<file path="config.mk">
export PLATFORM = sky130hd
export DESIGN_NAME = pipe_valid_adapter
export DESIGN_NICKNAME = d
export VERILOG_FILES = /design/src/rtl/pipe_valid_adapter.sv
export SDC_FILE = /design/constraint.sdc
export NUM_CORES = 1
export LEC_CHECK = 0
export CAP_MARGIN = 20
export CORE_MARGIN = 8
export CORE_UTILIZATION = 53
export CTS_CLUSTER_SIZE = 20
export DETAILED_ROUTE_END_ITERATION = 7
export GPL_ROUTABILITY_DRIVEN = 0
export PLACE_DENSITY = 0.85
export SYNTH_ARGS = -nofsm -noshare
export SYNTH_HDL_FRONTEND = slang
export SYNTH_SLANG_ARGS = --single-unit
</file>
<file path="constraint.sdc">
create_clock -name clk -period 5.6 [get_ports clk]
set_clock_uncertainty 0.05 [all_clocks]
set_input_delay 0.56 -clock clk [delete_from_list [all_inputs] [get_ports clk]]
set_output_delay 0.56 -clock clk [all_outputs]
set_load 0.02 [all_outputs]
</file>
<file path="src/rtl/pipe_valid_adapter.sv">
// Credit-based valid/ready wrapper around a non-stallable fixed-latency pipeline; requests issue with zero added latency, results surface one cycle after pipe_output_valid.
// in_ready throttles issue so pipeline occupancy plus queued results never exceeds DEPTH; PIPE_VALID_ADAPTER_ERR_CHECK_EN enables the sticky err flag.
module pipe_valid_adapter #(
  parameter int WIDTH   = 32,
  parameter int DEPTH   = 4,
  parameter int LATENCY = 3
) (
  input  logic             clk,
  input  logic             rst,
  input  logic             in_valid,
  output logic             in_ready,
  input  logic [WIDTH-1:0] in_data,
  output logic             pipe_input_valid,
  output logic [WIDTH-1:0] pipe_x,
  input  logic [WIDTH-1:0] pipe_out,
  input  logic             pipe_output_valid,
  output logic             out_valid,
  input  logic             out_ready,
  output logic [WIDTH-1:0] out_data,
  output logic             err
);

  localparam int PW = (DEPTH > 1) ? $clog2(DEPTH) : 1;
  localparam int CW = $clog2(DEPTH + 1);
  localparam logic [CW:0]   DEPTH_SUM  = (CW + 1)'(DEPTH);
  localparam logic [CW-1:0] DEPTH_FULL = CW'(DEPTH);

  generate
    if (DEPTH < 2 || (DEPTH & (DEPTH - 1)) != 0) begin : g_bad_depth
      $error("pipe_valid_adapter: DEPTH must be a power of two and at least 2");
    end
    if (LATENCY < 1) begin : g_bad_latency
      $error("pipe_valid_adapter: LATENCY must be at least 1");
    end
  endgenerate

  logic [CW-1:0]    inflight_q, inflight_d;
  logic [CW-1:0]    count_q, count_d;
  logic [PW-1:0]    wr_ptr_q, wr_ptr_d;
  logic [PW-1:0]    rd_ptr_q, rd_ptr_d;
  logic [WIDTH-1:0] mem [DEPTH];

  logic accept;
  logic pop;
  logic push;
  logic retire;
  logic spurious;
  logic overflow;

  // Credit check uses registered state only, so a pop frees a slot one cycle later.
  assign in_ready = ({1'b0, inflight_q} + {1'b0, count_q}) < DEPTH_SUM;

  // rst gates issue so nothing enters the pipeline while its valid chain is held clear.
  assign accept           = in_valid & in_ready & rst;
  assign pipe_input_valid = accept;
  assign pipe_x           = in_data;

  assign out_valid = (count_q != '0);
  assign out_data  = mem[rd_ptr_q];
  assign pop       = out_valid & out_ready;

  // A result with nothing outstanding, or one arriving into a full queue that is not
  // draining this cycle, cannot be stored without corrupting order, so it is dropped.
  assign spurious = pipe_output_valid & (inflight_q == '0);
  assign overflow = pipe_output_valid & (count_q == DEPTH_FULL) & ~pop;
  assign retire   = pipe_output_valid & ~spurious;
  assign push     = retire & ~overflow;

  always_comb begin
    inflight_d = inflight_q;
    count_d    = count_q;
    wr_ptr_d   = wr_ptr_q;
    rd_ptr_d   = rd_ptr_q;

    if (accept && !retire) begin
      inflight_d = inflight_q + CW'(1);
    end else if (!accept && retire) begin
      inflight_d = inflight_q - CW'(1);
    end

    if (push && !pop) begin
      count_d = count_q + CW'(1);
    end else if (!push && pop) begin
      count_d = count_q - CW'(1);
    end

    if (push) begin
      wr_ptr_d = wr_ptr_q + PW'(1);
    end
    if (pop) begin
      rd_ptr_d = rd_ptr_q + PW'(1);
    end
  end

  always_ff @(posedge clk or negedge rst) begin
    if (!rst) begin
      inflight_q <= '0;
      count_q    <= '0;
      wr_ptr_q   <= '0;
      rd_ptr_q   <= '0;
    end else begin
      inflight_q <= inflight_d;
      count_q    <= count_d;
      wr_ptr_q   <= wr_ptr_d;
      rd_ptr_q   <= rd_ptr_d;
    end
  end

  // Storage is intentionally left out of reset; count_q guards every read.
  always_ff @(posedge clk) begin
    if (push) begin
      mem[wr_ptr_q] <= pipe_out;
    end
  end

`ifdef PIPE_VALID_ADAPTER_ERR_CHECK_EN
  logic err_q;

  always_ff @(posedge clk or negedge rst) begin
    if (!rst) begin
      err_q <= 1'b0;
    end else if (spurious || overflow) begin
      err_q <= 1'b1;
    end
  end

  assign err = err_q;
`else
  assign err = 1'b0;
`endif

endmodule

</file>
* Word-level counts from Yosys, hierarchy flattened
Memory sizes are Yosys's and may differ from the RTL's.
Index checks and enable logic that the tools add are counted.
** Word-level totals
- Output and inout bits :: 68
- Bits of input ports :: 69
- Bits in registers :: 10
- Memories :: 1
- Bits in writable memories :: 128
- Word-level logic and storage cells :: 43
** Memory list
- mem :: depth 4, bits a word 32, read ports 1, clocked after memory_dff 0, write ports 1, line 41 : logic [WIDTH-1:0] mem [DEPTH];
** Cells by class
- $add $sub $neg :: 7
- Equality and inequality tests :: 1
- Reduce and logical (&&, ||, !) cells :: 12
- Multiplexer cells :: 6
- Bitwise gates (word level) :: 11
- Order comparisons :: 1
** Operator list (count)
- $mux 3 :: 4
- $and 1x1->1 :: 8
- $add 3x1->3 const B :: 2
- $sub 3x1->3 const B :: 2
- $add 2x1->2 const B :: 2
- $add 3x3->4 :: 1
- $logic_and 1x1->1 :: 4
- $logic_not 1->1 :: 4
- $lt 4x3->1 const B :: 1
- $reduce_bool 2->1 :: 2
- $eq 3x3->1 const B :: 1
- $logic_not 3->1 :: 1
- $not 1->1 :: 3
- $reduce_bool 3->1 :: 1
- $mux 1 :: 2

* Depth between registers and ports, before layout
Gate-level depths: netlist of the first run.
- Depth after elaboration :: 10
- Gate-level depth with buffers :: 10
- Mapped depth without buffers :: 10

* Least setup slack after synthesis of the first run
No wires, ideal clock.
- Kind :: register to register
- Start point :: register inflight_q[1]
- End point :: register inflight_q[2]
- Slack :: 2.503 ns
- Library setup time :: 0.079 ns
- Clock period less this slack :: 3.097 ns
- Cell stages (with the launch flop) :: 11
- Path buffers :: 0
- Arrival :: 2.967 ns
- Cell sequence :: dfrtp_1 ha_1 and3_2 nor4_1 and3_1 ha_1 inv_1 fa_1 xor2_1 nor2_1 xor2_1
** Between the ends
- Cells in the longest elaborated chain, start to end :: 7
- Elaborated cells between the ends (all ways) :: 17
- Those cells by class :: add/sub: 3; order compare: 1; mux: 2; bitwise: 5; reduce/logical: 6
** Ends and longest elaborated chain
- start: declaration :: line 37 : logic [CW-1:0] inflight_q, inflight_d;
- start signal: assignment :: line 102 : inflight_q <= inflight_d;
- $add 3x3->4 * :: line 51 : assign in_ready = ({1'b0, inflight_q} + {1'b0, count_q}) < DEPTH_SUM;
- $lt 4x3->1 * :: line 51
- named net in_ready :: line 11 : output logic in_ready,
- $and 1x1->1 * (2 in a row) :: line 54 : assign accept = in_valid & in_ready & rst;
- named net pipe_input_valid :: line 13 : output logic pipe_input_valid,
- $logic_not 1->1 :: line 77 : end else if (!accept && retire) begin
- $logic_and 1x1->1 :: line 77
- $reduce_bool 2->1 (no line)
The timed path passes the listed nets; every way through them passes the cells marked *. The select of a mux whose other input is x is not followed.
A chain may end at the register's enable or synchronous reset.

* Worst setup path after layout of the first run
- Start point :: register rd_ptr_q[0]
- End point :: output out_data[29]
** Between the ends
- Cells in the longest elaborated chain, start to end :: 1
** Ends and longest elaborated chain
- start: declaration :: line 40 : logic [PW-1:0] rd_ptr_q, rd_ptr_d;
- start signal: assignment :: line 105 : rd_ptr_q <= rd_ptr_d;
- $mem_v2 4x32
- end: declaration :: line 19 : output logic [WIDTH-1:0] out_data,
No other way between the ends.

==> results of run 1 <==
==> logic make-up (layout without fill, tap and decap cells) <==
kind of cell / after synthesis / in the layout / share of synthesized area, %
fa+ha+maj: 10 / 10 / 2.54
mux: 35 / 35 / 13.8
xor+xnor: 9 / 9 / 1.43
buf+inv: 45 / 108 / 5.93
simple gates: 14 / 14 / 1.70
flops: 138 / 138 / 74.3
other cells: 1 / 1 / 0.0681
compound gates: 1 / 1 / 0.227
==> layer usage <==
layer  GRT usage (%)  wire (µm)  share of wire, %  vias up
li1                -          -                 -     1080
met1            16.1       3750                41     1239
met2            22.0       4640                51       91
met3            6.33        572               6.3       13
met4            5.92        121               1.3        0
met5               0          0                 0        -
==> cell type report <==
| cell class | count | share of cell area (%) |
|---|---|---|
| sequential | 138 | 61.3 |
| multi-input combinational | 70 | 16.3 |
| timing repair buffer | 72 | 10.7 |
| clock buffer | 17 | 6.19 |
| clock inverter | 15 | 2.79 |
| tap | 136 | 2.54 |
| inverter | 4 | 0.225 |
==> flip-flops by register name (all words and copies together), names as in the netlist <==
register and flops:
wr_ptr_q 2, inflight_q 3, mem 128, rd_ptr_q 2
count_q 3
==> worst register-to-register path, stage by stage, from the launching register on <==
cell and delay [ns]:
dfrtp_1 0.44, ha_1 0.31, and3_2 0.19, nor4_1 0.31
and3_1 0.24, ha_1 0.19, inv_1 0.06, fa_1 0.37
xor2_1 0.15, nor2_1 0.11, xor2_1 0.14
==> report_power, final <==
part	leakage [nW]	internal, mW	total, mW	switching [mW]
Clock	0.290	0.688	1.12	0.434
Sequential	1.29	1.38	1.54	0.159
Combinational	0.669	0.638	1.22	0.578
==> Yosys cell counts <==
master | instances | area (µm²)
buf_4 | 33 | 248
o31ai_2 | 1 | 12.5
xnor2_1 | 5 | 43.8
fa_1 | 2 | 40.0
buf_2 | 3 | 15.0
ha_1 | 8 | 100
nor2_2 | 1 | 6.26
nor4b_2 | 1 | 15.0
and2_2 | 4 | 30.0
xor2_1 | 4 | 35.0
nand3_1 | 1 | 5.00
and3_1 | 1 | 6.26
nand2_1 | 1 | 3.75
conb_1 | 1 | 3.75
nor4_1 | 1 | 6.26
or3_1 | 1 | 6.26
dfrtp_1 | 10 | 250
nor2_1 | 2 | 7.51
mux2_2 | 2 | 22.5
mux2_4 | 1 | 15.0
and3_2 | 1 | 7.51
buf_6 | 4 | 45.0
mux4_2 | 32 | 721
inv_1 | 4 | 15.0
clkbuf_1 | 1 | 3.75
edfxtp_1 | 128 | 3840
==> how the worst min path moves through the flow <==
stage,end,slack (ns),depth (start not counted)
floorplan,count_q[0],0.21,0
global placement,count_q[2],0.46,1
detailed placement,count_q[2],0.46,1
CTS,wr_ptr_q[0],0.32,1
global route,wr_ptr_q[0],0.34,1
finish,wr_ptr_q[0],0.33,1
==> metrics, run 1 <==
# rows=37; Netlist Area Pre-Place=5510 µm²; Pre-antenna DRT Iters=4; final instance area=roughly 6700 µm²; FF-to-FF path depth=10; Synth cell types=26; Power Dens Cells=approximately 580 nW/µm²; CP arrival=around 2.8 ns; WL/cell=20.1 µm; die width=118 µm; Hold WS=~0.33 ns; layout cells sized above 1=24.4%; worst skew pair latency=0.51 ns; ANT nets after route=0; Area Overhead vs Synth=21.4%; reg2reg start=inflight_q[1]; Power, Total=3.88 mW; die area=13,900 µm²; clock-pin slew on the worst setup and hold paths=around 0.060 ns; Static Leak=2.24 nW; 1st-iter DRT viols=roughly 120; Vias/cell=5.36; MaxCap Viol Count=0; start point of the critical path=rd_ptr_q[0]; area post-placement=between 6000 and 7000 µm²; most frequent cells in the layout=128 x edfxtp_1, 71 x clkdlybuf4s50_1, 32 x mux4_2; GRT overflow=0; min cycle time layout=3.43 ns; critical path's top delay family=buffers and inverters; Root Buffer=clkbuf_8; Ant. Diodes=0; Worst path max stage delay=0.68 ns; slowest CP cell=dfrtp_2; syn avg cell area=between 20 and 25 µm²; worst slack, placed=between 2 and 3 ns; total core area=10,200 µm²; number of port buffers=just over 70; H-Tree Depth=4; Cells after DPL=420; Remaining DRCs=0; register-to-register setup slack=between 2 and 3 ns; Routed WL=9.08 mm; Syn. warnings=0; worst-path cell chain=buf_4 -> mux4_2 -> clkdlybuf4s50_1; CP endpoint=out_data[29]; syn_nets=332; Hold Crit Class=in2async; clock buffer count from CTS=17; Layout Cells excl Fill=452; fmax=292 MHz; most common cell after layout, fill and taps aside=edfxtp_1; IO Pins=137; Setup crit start kind=flip-flop; Chip Height=118 µm; global-route wire length before repair=~15 mm; CP Max Fanout=20; kind of critical path=reg2out; reg-to-reg endpoint=inflight_q[2]; cts hold-fix bufs=0; outcome=finished clean; multi-input logic area=1090 µm²; Tot GR Track Use=13.9%; register area share after synthesis=74.3%; CP bufs+invs=2; initial antenna violation count=0; RSZ-0062 raised after global routing=false; Initial Util=53.8%; Setup Fix Bufs, Post-CTS=0; CP required=4.99 ns; # clock sinks=138; maximum clock path buffer count=2; DP HPWL=5.45 mm; post-route setup slack=approximately 2.2 ns; post-CTS sizing=0; largest net degree at the start of global routing=34; slew at the pin closest to its max-slew limit=0.890 ns; fin nets=382; via count=between 2k and 2.5k; critical path depth in cells=3; Slew Limit Fails=0; part of the cycle the worst path needs=61.2%; peak supply drop=0.308 mV; vias in the first global route=2,748; CP Capture Type=output port; # fillers=~670; Worst slew margin=40.7%; FF/Latch Area=4100 µm²; Core Util, Final=65.4%; Mapped Cells=roughly 250; #FFs+latches synth=138; setup violators final=0; count of final hold-check violations=0; setup TNS=0 ns; CTS tree=yes
No activity file was read; power rests on OpenSTA's default activity.
==> run 2: changes to the inputs <==
--- a/config.mk
+++ b/config.mk
@@ -7,11 +7,11 @@
 export LEC_CHECK = 0
 export CAP_MARGIN = 20
 export CORE_MARGIN = 8
-export CORE_UTILIZATION = 53
+export CORE_UTILIZATION = 44
 export CTS_CLUSTER_SIZE = 20
 export DETAILED_ROUTE_END_ITERATION = 7
 export GPL_ROUTABILITY_DRIVEN = 0
-export PLACE_DENSITY = 0.85
+export PLACE_DENSITY = 0.75
 export SYNTH_ARGS = -nofsm -noshare
 export SYNTH_HDL_FRONTEND = slang
 export SYNTH_SLANG_ARGS = --single-unit
==> constraint.sdc (replaced) <==
create_clock -name clk -period 3 [get_ports clk]
set_clock_uncertainty 0.05 [all_clocks]
set_input_delay 0.3 -clock clk [delete_from_list [all_inputs] [get_ports clk]]
set_output_delay 0.3 -clock clk [all_outputs]
set_load 0.02 [all_outputs]
==> run 2 against run 1 <==
  * Sequential cell count is the same
  * Count of clock-buffer cells in the layout grew 1
  * Routed wire length grew 4.9%
  * Global-route usage shrank 1.4 points
==> metrics, run 2 (synthesis gave the netlist of run 1 again) <==
CP Max Fanout=4 (-80%); Tot GR Track Use=12.5% (-1.4 points); # rows=41 (+11%); Remaining DRCs=0 (unchanged); Setup Fix Bufs, Post-CTS=0 (unchanged); total core area=12,400 µm² (+21%); CP Capture Type=output port; count of final hold-check violations=0 (unchanged); met3 Usage GRT=6.07% (-0.26 points); met1 usage=14.1% (-2.0 points); # clock sinks=138 (unchanged); slew at the pin closest to its max-slew limit=0.586 ns (-0.305 ns); layout cells sized above 1=25.6% (+1.3 points); Ant. Diodes=0 (unchanged); RSZ-0062 raised after global routing=false; met2 Usage GRT=20.1% (-1.9 points); Sw Share=30.0% (-0.24 points); most common cell after layout, fill and taps aside=edfxtp_1; min cycle time layout=2.72 ns; Vias/cell=4.98 (-7.1%); H-Tree Depth=4 (unchanged); number of port buffers=71 (unchanged); via count=2,470 (+1.9%); ANT nets after route=0 (unchanged); fin nets=390 (+2.1%); clock buffer count from CTS=17 (unchanged); max reg flops=128 (unchanged); Hold Crit Class=in2async; Area Overhead vs Synth=23.6%; CP required=2.65 ns (-2.34 ns); Initial Util=44.4% (-9.5 points); DP HPWL=6.05 mm (+11%); largest net degree at the start of global routing=23 (-32%); GRT overflow=0 (unchanged); CTS tree=yes; most frequent cells in the layout=128 x edfxtp_1, 71 x clkdlybuf4s50_1, 32 x mux4_2; Routed WL=9.52 mm (+4.9%); setup violators final=0 (unchanged); worst skew pair latency=0.41 ns (-0.10 ns); Reg with most FFs=mem; Root Buffer=clkbuf_16; global-route wire length before repair=14.9 mm (+0.89%); Comb pwr share=34.6% (+3.2 points); peak supply drop=0.491 mV (+59%); WL/cell=19.2 µm (-4.4%); share of power burned in registers=38.6% (-1.1 points); initial antenna violation count=0 (unchanged); design internal power=5.06 mW (+87%); vias in the first global route=2,763 (+0.55%); MaxCap Viol Count=0 (unchanged); die area=16,400 µm² (+18%); kind of critical path=reg2out; Worst slew margin=61.0% (+20 points); biggest regs=mem x128, count_q x3, inflight_q x3; maximum clock path buffer count=2 (unchanged); 1st-iter DRT viols=201 (+70%); setup TNS=0 ns (unchanged); Pre-antenna DRT Iters=4 (unchanged); Power, Total=7.23 mW (+86%); Clock Power Share=26.8% (-2.1 points); global route hottest layer=met2; part of the cycle the worst path needs=90.7%; IO Pins=137 (unchanged); Power Dens Cells=1060 nW/µm² (+83%); CP arrival=2.37 ns (-0.45 ns); cts hold-fix bufs=0 (unchanged); switching power=2.16 mW (+85%); fmax=367 MHz; clock-pin slew on the worst setup and hold paths=0.06 ns (about the same); Slew Limit Fails=0 (unchanged); Static Leak=2.28 nW (+1.4%); post-CTS sizing=0 (unchanged); Setup crit start kind=flip-flop; die width=128 µm (+8.4%); outcome=finished clean; Chip Height=128 µm (+8.4%)
-- run 2: changes by cell type in the layout (fill, tap and decap cells not counted), moves of 2 or more --
cell,before,now
clkinv_2,1,4
inv_6,6,0
clkinv_1,1,3
buf_12,0,4
buf_4,1,5
-- run 2: path summary, 6_finish.rpt --
path | from | to | slack, ns | cells after the start
max reg2reg | inflight_q[1] | inflight_q[2] | 0.50 | 10
min in group clk | pipe_out[0] | mem[2][0] | 0.47 | 1
max in group asynchronous | rst | rd_ptr_q[0] | 2.61 | 2
max | inflight_q[1] | pipe_input_valid | 0.28 | 5
min | rst | inflight_q[0] | 0.13 | 2
min reg2reg | inflight_q[2] | inflight_q[2] | 0.50 | 1
-- run 2: worst max-delay path, stage by stage (launching register included) --
cell,delay (ns)
dfrtp_1,0.43
ha_1,0.30
and3_2,0.20
nor4_2,0.18
and3_1,0.23
clkdlybuf4s50_1,0.62
-- run 2: area by class of cell --
cell class | instances | area (µm²)
well taps | 172 | 215
clock buffers | 18 | 429
repair buffers | 80 | 828
inverters | 4 | 15.0
fillers | 980 | 5610
clock inverters | 14 | 131
multi-input cells | 70 | 1090
flip-flops and latches | 138 | 4100
-- run 2: stage by stage --
| step | std cells | hold WS (ns) | cell area [µm²] | utilization [%] | worst slack, ns |
|---|---|---|---|---|---|
| floorplan | 253 | -0.0456 | 5510 | - | 0.180 |
| global placement | 464 | 0.460 | 6250 | 50.3 | 0.601 |
| detailed placement | 464 | 0.484 | 6250 | 50.3 | 0.499 |
| CTS | 496 | 0.114 | 6810 | 54.8 | 0.223 |
| global route | 496 | 0.130 | 6810 | 54.8 | 0.116 |
| finish | 496 | 0.131 | 6810 | 54.8 | 0.279 |
-- run 2: metal layers --
| layer | share of wire, % | up-vias |
|---|---|---|
| met3 | 7.3 | 10 |
| met2 | 51 | 78 |
| li1 | - | 1097 |
| met4 | 1.1 | 0 |
| met1 | 41 | 1285 |
| met5 | 0 | - |
-- run 2: power groups by stage --
stage	registers, mW	clock network (mW)	logic, mW
3_3_place_gp	2.80	0	2.52
2_1_floorplan	2.71	0	1.68
5_1_grt	2.83	2.07	2.70
6_report	2.79	1.94	2.50
4_1_cts	2.80	1.99	2.58
3_5_place_dp	2.83	0	2.56
